$ cat src/rtl/qmult_seq.sv
// qmult_seq: sequential sign-magnitude fixed-point multiplier (Q(N-1-Q).Q format)
//   Ports:
//     i_clk           - sole clock, rising edge
//     i_reset_n       - asynchronous active-low reset
//     i_multiplicand  - operand A, bit N-1 sign, bits N-2:0 magnitude
//     i_multiplier    - operand B, same format as A
//     i_start         - level request; sampled in IDLE/DONE to capture operands
//     o_result        - sign-magnitude product, same format as operands
//     o_complete      - result valid, held in DONE until the next capture
//     o_overflow      - product magnitude saturated on the last result
//     o_busy          - shift-add iteration in progress
module qmult_seq #(
    parameter int Q = 8,
    parameter int N = 32
) (
    input  logic         i_clk,
    input  logic         i_reset_n,
    input  logic [N-1:0] i_multiplicand,
    input  logic [N-1:0] i_multiplier,
    input  logic         i_start,
    output logic [N-1:0] o_result,
    output logic         o_complete,
    output logic         o_overflow,
    output logic         o_busy
);
    localparam int M  = N - 1;
    localparam int W  = 2 * M;
    localparam int CW = $clog2(N);

    typedef enum logic [1:0] {IDLE, RUN, DONE} state_t;

    state_t         state_q, state_d;
    logic [W-1:0]   acc_q, acc_d;
    logic [W-1:0]   a_q, a_d;
    logic [M-1:0]   b_q, b_d;
    logic           sign_q, sign_d;
    logic [CW-1:0]  cnt_q, cnt_d;
    logic [N-1:0]   res_q, res_d;
    logic           ovf_q, ovf_d;
    logic           cmp_q, cmp_d;
    logic           acc_ovf;
    logic [M-1:0]   res_mag;

    // Any accumulator bit above the integer field means the product does not fit.
    assign acc_ovf = |acc_q[W-1:Q+M];
    assign res_mag = acc_ovf ? {M{1'b1}} : acc_q[Q+M-1:Q];

    always_comb begin
        state_d = state_q;
        acc_d   = acc_q;
        a_d     = a_q;
        b_d     = b_q;
        sign_d  = sign_q;
        cnt_d   = cnt_q;
        res_d   = res_q;
        ovf_d   = ovf_q;
        cmp_d   = cmp_q;
        case (state_q)
            IDLE, DONE: begin
                if (i_start) begin
                    a_d     = {{M{1'b0}}, i_multiplicand[M-1:0]};
                    b_d     = i_multiplier[M-1:0];
                    sign_d  = i_multiplicand[N-1] ^ i_multiplier[N-1];
                    acc_d   = '0;
                    cnt_d   = '0;
                    cmp_d   = 1'b0;
                    state_d = RUN;
                end
            end
            RUN: begin
                if (cnt_q == CW'(M)) begin
                    // All magnitude bits consumed: publish; a zero magnitude is always positive.
                    res_d   = {sign_q & (|res_mag), res_mag};
                    ovf_d   = acc_ovf;
                    cmp_d   = 1'b1;
                    state_d = DONE;
                end else begin
                    // LSB-first shift-add: multiplicand moves left, multiplier right.
                    acc_d = acc_q + (b_q[0] ? a_q : '0);
                    a_d   = a_q << 1;
                    b_d   = b_q >> 1;
                    cnt_d = cnt_q + 1'b1;
                end
            end
            default: state_d = IDLE;
        endcase
    end

    always_ff @(posedge i_clk or negedge i_reset_n) begin
        if (!i_reset_n) begin
            state_q <= IDLE;
            acc_q   <= '0;
            a_q     <= '0;
            b_q     <= '0;
            sign_q  <= 1'b0;
            cnt_q   <= '0;
            res_q   <= '0;
            ovf_q   <= 1'b0;
            cmp_q   <= 1'b0;
        end else begin
            state_q <= state_d;
            acc_q   <= acc_d;
            a_q     <= a_d;
            b_q     <= b_d;
            sign_q  <= sign_d;
            cnt_q   <= cnt_d;
            res_q   <= res_d;
            ovf_q   <= ovf_d;
            cmp_q   <= cmp_d;
        end
    end

    assign o_result   = res_q;
    assign o_overflow = ovf_q;
    assign o_complete = cmp_q;
    assign o_busy     = (state_q == RUN);
endmodule
$ cat config.mk
export PLATFORM = sky130hd
export DESIGN_NAME = qmult_seq
export DESIGN_NICKNAME = d
export VERILOG_FILES = /design/src/rtl/qmult_seq.sv
export SDC_FILE = /design/constraint.sdc
export NUM_CORES = 1
export LEC_CHECK = 0
export CORE_UTILIZATION = 55
export CTS_CLUSTER_DIAMETER = 80
export DETAILED_ROUTE_END_ITERATION = 7
export PLACE_DENSITY = 0.76
export SKIP_LAST_GASP = 1
export SYNTH_ARGS = -nofsm -noshare
export SYNTH_HDL_FRONTEND = slang
export SYNTH_SLANG_ARGS = --single-unit
$ cat constraint.sdc
create_clock -name i_clk -period 3.9 [get_ports i_clk]
set_clock_uncertainty 0.15 [all_clocks]
set_input_delay 0.78 -clock i_clk [delete_from_list [all_inputs] [get_ports i_clk]]
set_output_delay 0.78 -clock i_clk [all_outputs]
set_load 0.02 [all_outputs]
==> reports/metrics.csv <==
stage,metric,value,unit
clocking,cts_hold_buf,0,
worst_setup_path,end_kind,flip-flop,
drt,drc,0,
yosys,syn-instance-count,1520,
worst_setup_path,arrival,3.81,ns
clocking,cts_resized,0,
yosys,post_synth_num_cell_types,65,
cells_and_area,design_area,13900,µm²
pwr,leakagePower,6.20,nW
timing,post-route-period-util,91.6,%
yosys,yosys_warnings,0,
worst_setup_path,r2r_cells,14,
yosys,synth_top_cell_area_share,40.6,%
worst_setup_path,crit_required,4.13,ns
status,status,finished clean,
drt,num_vias,10905,
pwr,p_comb_share,58.1,%
yosys,syn_nets,1651,
yosys,syn_area_per_cell,7.99,µm²
timing,period_minus_slack,3.57,ns
grt,grt_remaining_overflow,0,
clocking,clock_latency,0.45,ns
worst_setup_path,start_kind,flip-flop,
clocking,cts_buffers,17,
pwr,p_sw_share,47.9,%
floorplanning,die_y,151,µm
clocking,clockBufferDepth,2,
floorplanning,start_util,55.8,%
yosys,syn_area,12100,µm²
pwr,intPower,6.90,mW
clocking,clock_sinks,197,
yosys,synthTopCellsByArea,"dfrtp_1, nand2_1, ha_1",
hold_path,hold_class,in2async,
yosys,synth_top_area_cell,dfrtp_1,
pwr,ir_drop,0.468,mV
cells_and_area,fillers,1867,
drt,drt_iter0_markers,813,
place,port_buffers,101,
worst_setup_path,path_buf_inv,2,
yosys,async_flop_share,100,%
place,placed_area,13300,µm²
grt,antenna_found_initial,1,
drt,drtPass1Iterations,5,
timing,timing.hold.ws,0.192,ns
floorplanning,io-pin-count,102,
worst_setup_path,rrSetupSlack,0.33,ns
timing,tightest_slew,0.999,ns
worst_setup_path,cp_top_family,compound AO/OA/AOI/OAI gates,
timing,fmax,280,MHz
worst_setup_path,cp_slowest_cell,o41ai_4,
floorplanning,fp.coreArea,21800,µm²
drt,wl,30700,µm
grt,grt_max_degree,78,
grt,grt_pass1_vias,10113,
worst_setup_path,r2r-start,b_q[0],
yosys,synth_edf_count,0,
pwr,p_switching,6.34,mW
worst_setup_path,path_max_fanout,24,
clocking,cts_setup_buffers,0,
floorplanning,rows,54,
worst_setup_path,path_cells,"buf_4, and2_1, ha_1, inv_1, fa_1, nand2b_1, a21oi_2, o21ai_2, o21ai_2, a21oi_2, o41ai_4, a31oi_4, or4_1, nand3_1",
clocking,cts.reportedPaths.clkPinSlew,0.08,ns
yosys,ys_seq_elements,197,
worst_setup_path,timing.rr.end,acc_q[48],
yosys,yosys-top-cells-count,"nand2_1, dfrtp_1, nor2_1",
drt,ant_nets,0,
yosys,yosys.cell_count.top_type,nand2_1,
cells_and_area,postLayoutCoreUtil,63.8,%
cells_and_area,drive_gt1_share,4.84,%
place,dpl.hpwl,21900,µm
cells_and_area,final_nets,1690,
cells_and_area,area_growth,14.2,%
timing,slew_headroom,33.3,%
timing,rsz0062_at_grt,no,
clocking,cts_tree,yes,
place,routabilityCongestion,0.966,
grt,grt_pass1_wl,50600,µm
worst_setup_path,cpPeakStageDelay,0.52,ns
grt,grt_use_total,28.3,%
timing,finalSetupTns,0,ns
clocking,ctsRootBufferMaster,clkbuf_16,
floorplanning,die-area,22700,µm²
cells_and_area,n_antenna_cell,0,
worst_setup_path,crit_type,reg2reg,
place,dp.cells,1820,
drt,avgViaCountPerCell,5.89,
pwr,clkPwrFrac,12.9,%
floorplanning,die_w,151,µm
clocking,htree_levels,4,
yosys,synth_ff_type,dfrtp_1,
timing,slew_violations,0,
cells_and_area,fin_cells,1851,
pwr,p_per_area,954,nW/µm²
pwr,power_frac_seq,29.0,%
drt,post_drt_wl_per_cell,16.6,µm
timing,setup_violations,0,
job,cap_viol_max_count,0,
timing,hold_viol_final,0,
yosys,seq_area_frac_synth,40.6,%
## worst max-delay path by stage
stage           start   endpoint  slack [ns]  cells past startpoint
6_report       b_q[0]  acc_q[48]        0.33                     14
5_1_grt        b_q[0]  acc_q[31]        0.05                     12
4_1_cts        b_q[0]  acc_q[48]        0.35                     14
3_5_place_dp   b_q[0]  acc_q[48]        0.39                     14
3_3_place_gp   b_q[0]  acc_q[48]        0.48                     14
2_1_floorplan  b_q[0]  acc_q[48]        0.73                     13
## metrics by stage
step | total power, mW | setup slack, ns
after floorplan | 9.46 | 0.727
after global placement | 11.3 | 0.477
after detailed placement | 11.5 | 0.386
after CTS | 13.2 | 0.347
after global routing | 14.4 | 0.0461
final | 13.2 | 0.327
## metal layers
| layer | track usage (%) | vias up | wire length (µm) |
|---|---|---|---|
| met5 | 0 | - | 13 |
| met1 | 38.7 | 5108 | 14200 |
| li1 | - | 5392 | - |
| met3 | 4.09 | 51 | 1770 |
| met4 | 8.95 | 2 | 648 |
| met2 | 46.2 | 352 | 14000 |
## final cells by class
| type | instances | area, µm² | area share, % |
|---|---|---|---|
| clock inverter | 13 | 114 | 0.821 |
| sequential | 197 | 4930 | 35.5 |
| timing repair buffer | 122 | 1200 | 8.63 |
| inverter | 18 | 68.8 | 0.496 |
| multi-input combinational | 1203 | 6780 | 48.9 |
| tap | 280 | 350 | 2.53 |
| clock buffer | 18 | 429 | 3.09 |
## placed cells by master, fill, tap and decap left out, types with 11 or more instances in the layout
cell type and n:
nand4_1 29, nor4_1 14, a21o_1 22, xnor2_1 19, inv_1 16, a21oi_1 79, xor2_1 37, dfrtp_1 197
o21bai_1 11, clkdlybuf4s50_1 100, o21ai_0 120, nor2_1 144, buf_4 19, nor3_1 18, ha_1 63, nand3_1 94
nand2_1 314, clkbuf_16 17, a31oi_1 68, and2_1 62
## kinds of logic (layout without fill, tap and decap cells)
| kind of cell | after synthesis | after routing | synth area share, % |
|---|---|---|---|
| buf+inv | 120 | 171 | 3.76 |
| fa+ha+maj | 64 | 64 | 6.65 |
| simple gates | 716 | 716 | 26.5 |
| flops | 197 | 197 | 40.6 |
| mux | 2 | 2 | 0.175 |
| compound gates | 365 | 365 | 18.3 |
| xor+xnor | 56 | 56 | 4.04 |
## flip-flops by register name, summed over array words and instances, names as in the netlist
register	flops
a_q	62
acc_q	62
b_q	31
cnt_q	5
o_complete	1
o_overflow	1
o_result	32
sign_q	1
state_q	2
## power groups by stage
stage | clock network, mW | registers (mW) | logic, mW
final | 1.71 | 3.84 | 7.69
after global routing | 1.80 | 3.96 | 8.62
after CTS | 1.72 | 3.84 | 7.63
after detailed placement | 0 | 3.87 | 7.59
after global placement | 0 | 3.84 | 7.45
after floorplan | 0 | 3.70 | 5.76
Power figures use the tool's default switching activity.
==> RTL edit (same settings) <==
Register the input `i_multiplicand` before use, without a reset. The logic sees it one clock later. The other inputs are not delayed to match.
--- a/src/rtl/qmult_seq.sv
+++ b/src/rtl/qmult_seq.sv
@@ -30,4 +30,10 @@
     typedef enum logic [1:0] {IDLE, RUN, DONE} state_t;
 
+    logic [N-1:0] i_multiplicand_q;
+
+    always_ff @(posedge i_clk) begin
+        i_multiplicand_q <= i_multiplicand;
+    end
+
     state_t         state_q, state_d;
     logic [W-1:0]   acc_q, acc_d;
@@ -59,7 +65,7 @@
             IDLE, DONE: begin
                 if (i_start) begin
-                    a_d     = {{M{1'b0}}, i_multiplicand[M-1:0]};
+                    a_d     = {{M{1'b0}}, i_multiplicand_q[M-1:0]};
                     b_d     = i_multiplier[M-1:0];
-                    sign_d  = i_multiplicand[N-1] ^ i_multiplier[N-1];
+                    sign_d  = i_multiplicand_q[N-1] ^ i_multiplier[N-1];
                     acc_d   = '0;
                     cnt_d   = '0;
Function: same outputs for any inputs over 10 cycles, from zero or initial values and one cycle with i_reset_n low; that may be too few to reach the edited logic, so the function may still have changed.
==> RTL edit against the original RTL <==
Wire length is 0.48% higher. Combinational power is 2% higher. Synthesized cell count is 1.8% lower. Design area is 6.9% higher. Sequential cell count is 32 higher. Sequential share of layout area is 2.0 points higher. Clock power is 35% higher. Global-route usage is 1.2 points lower. Setup slack worse by 0.17 ns. Power is 8.5% higher. Cell count is 0.38% higher. Area after synthesis is 4.1% higher. Non-clock buffer count is 10 higher. First-iteration DRC count is 2.8% lower. Critical path type unchanged. Largest cell class unchanged.
==> RTL edit: results (changes against the original RTL) <==
Run status = complete, no violations
Leakage power = 6.86 nW (+11%)
M1 WL = 15.0 mm (+5.0%)
Pre-CTS setup slack = 0.0407 ns (-0.345 ns)
Syn_nets = 1,624 (-1.6%)
HPWL after detailed placement = 21.9 mm (-0.19%)
Top area cells in the synthesized netlist = dfrtp_1 39%, nand2_1 8.6%, ha_1 6.2%, dfxtp_1 5.1%, o21ai_0 4.4%
NumNets Final = 1,687 (-0.18%)
Reported clock group power = 2.31 mW (+35%)
Clk Latency, worst-skew pair = 0.52 ns (+0.07 ns)
CP Data Arrival Time = 4.00 ns (+0.19 ns)
Post-CTS setup buffer count = 0 (unchanged)
Met3 usage = 0.0347 (-0.00624)
First-pass GRT wire length = 52.8 mm (+4.2%)
Async S/R FF share, synth = 0.860 (-0.140)
H-tree levels = 1 (-3)
Crit Path Max Fanout = 20 (-17%)
Largest net degree at the start of global routing = 81 (+3.8%)
Starting DRT DRC Count = 790 (-2.8%)
Non-clk bufs = 132 (+8.2%)
Commonest cells in the netlist = 289 x nand2_1, 197 x dfrtp_1, 129 x nor2_1
CP max-delay cell = dfrtp_1
Clock Pin Slew Worst Setup and Hold Paths = 0.06 ns (-0.02 ns)
Netlist cell types = 69 (+6.2%)
Clk_buf instances = 37 (+19)
Met2 WL = 13.7 mm (-2.6%)
Multi-In Gates = 1,151 (-4.3%)
Total Routing Usage GR = 0.271 (-0.0117)
Register bit total from synthesis = 229 (+16%)
Routed length per instance = 16.6 µm (about the same)
Area of the multi-input gates = 6710 µm² (-1.1%)
Fillers = 1,885 (+0.96%)
Clock network fraction of design power = 0.161 (+0.032)
Detailed-route via count = 10.8k (-1.1%)
Layout clock area frac = 0.0538 (+0.0147)
Worst VDD drop = 345 µV (-26%)
Met2 GRT Util = 0.430 (-0.0319)
Sequential share of cell area = 0.376 (+0.0203)
Met1 Usage GRT = 0.390 (+0.00358)
Routed length on met3 = 1.53 mm (-14%)
NonClk Buf Share = 0.0895 (+0.00313)
PD cells = 969 nW/µm² (+1.5%)
RTL edit: kinds of logic after synthesis:
kind of cell / synth area share
compound gates: 0.181
simple gates: 0.240
mux: 0.00168
xor+xnor: 0.0388
buf+inv: 0.0338
flops: 0.441
fa+ha+maj: 0.0639
RTL edit: final timing paths:
| kind | slack [ns] | cells past startpoint | endpoint |
|---|---|---|---|
| min in group i_clk | 0.30 | 2 | a_q[17]$_DFFE_PN0P_ |
| min reg2reg | 0.30 | 2 | a_q[17]$_DFFE_PN0P_ |
| max | 0.16 | 14 | acc_q[60]$_DFFE_PN0P_ |
| max in group asynchronous | 2.74 | 2 | b_q[8]$_DFFE_PN0P_ |
| max reg2reg | 0.16 | 14 | acc_q[60]$_DFFE_PN0P_ |
| min | 0.06 | 1 | o_result[4]$_DFFE_PN0P_ |
RTL edit: per-stage QoR:
step,instances,util
floorplan,1493,-
global placement,1813,0.619
detailed placement,1813,0.619
CTS,1857,0.655
global route,1858,0.657
finish,1858,0.657
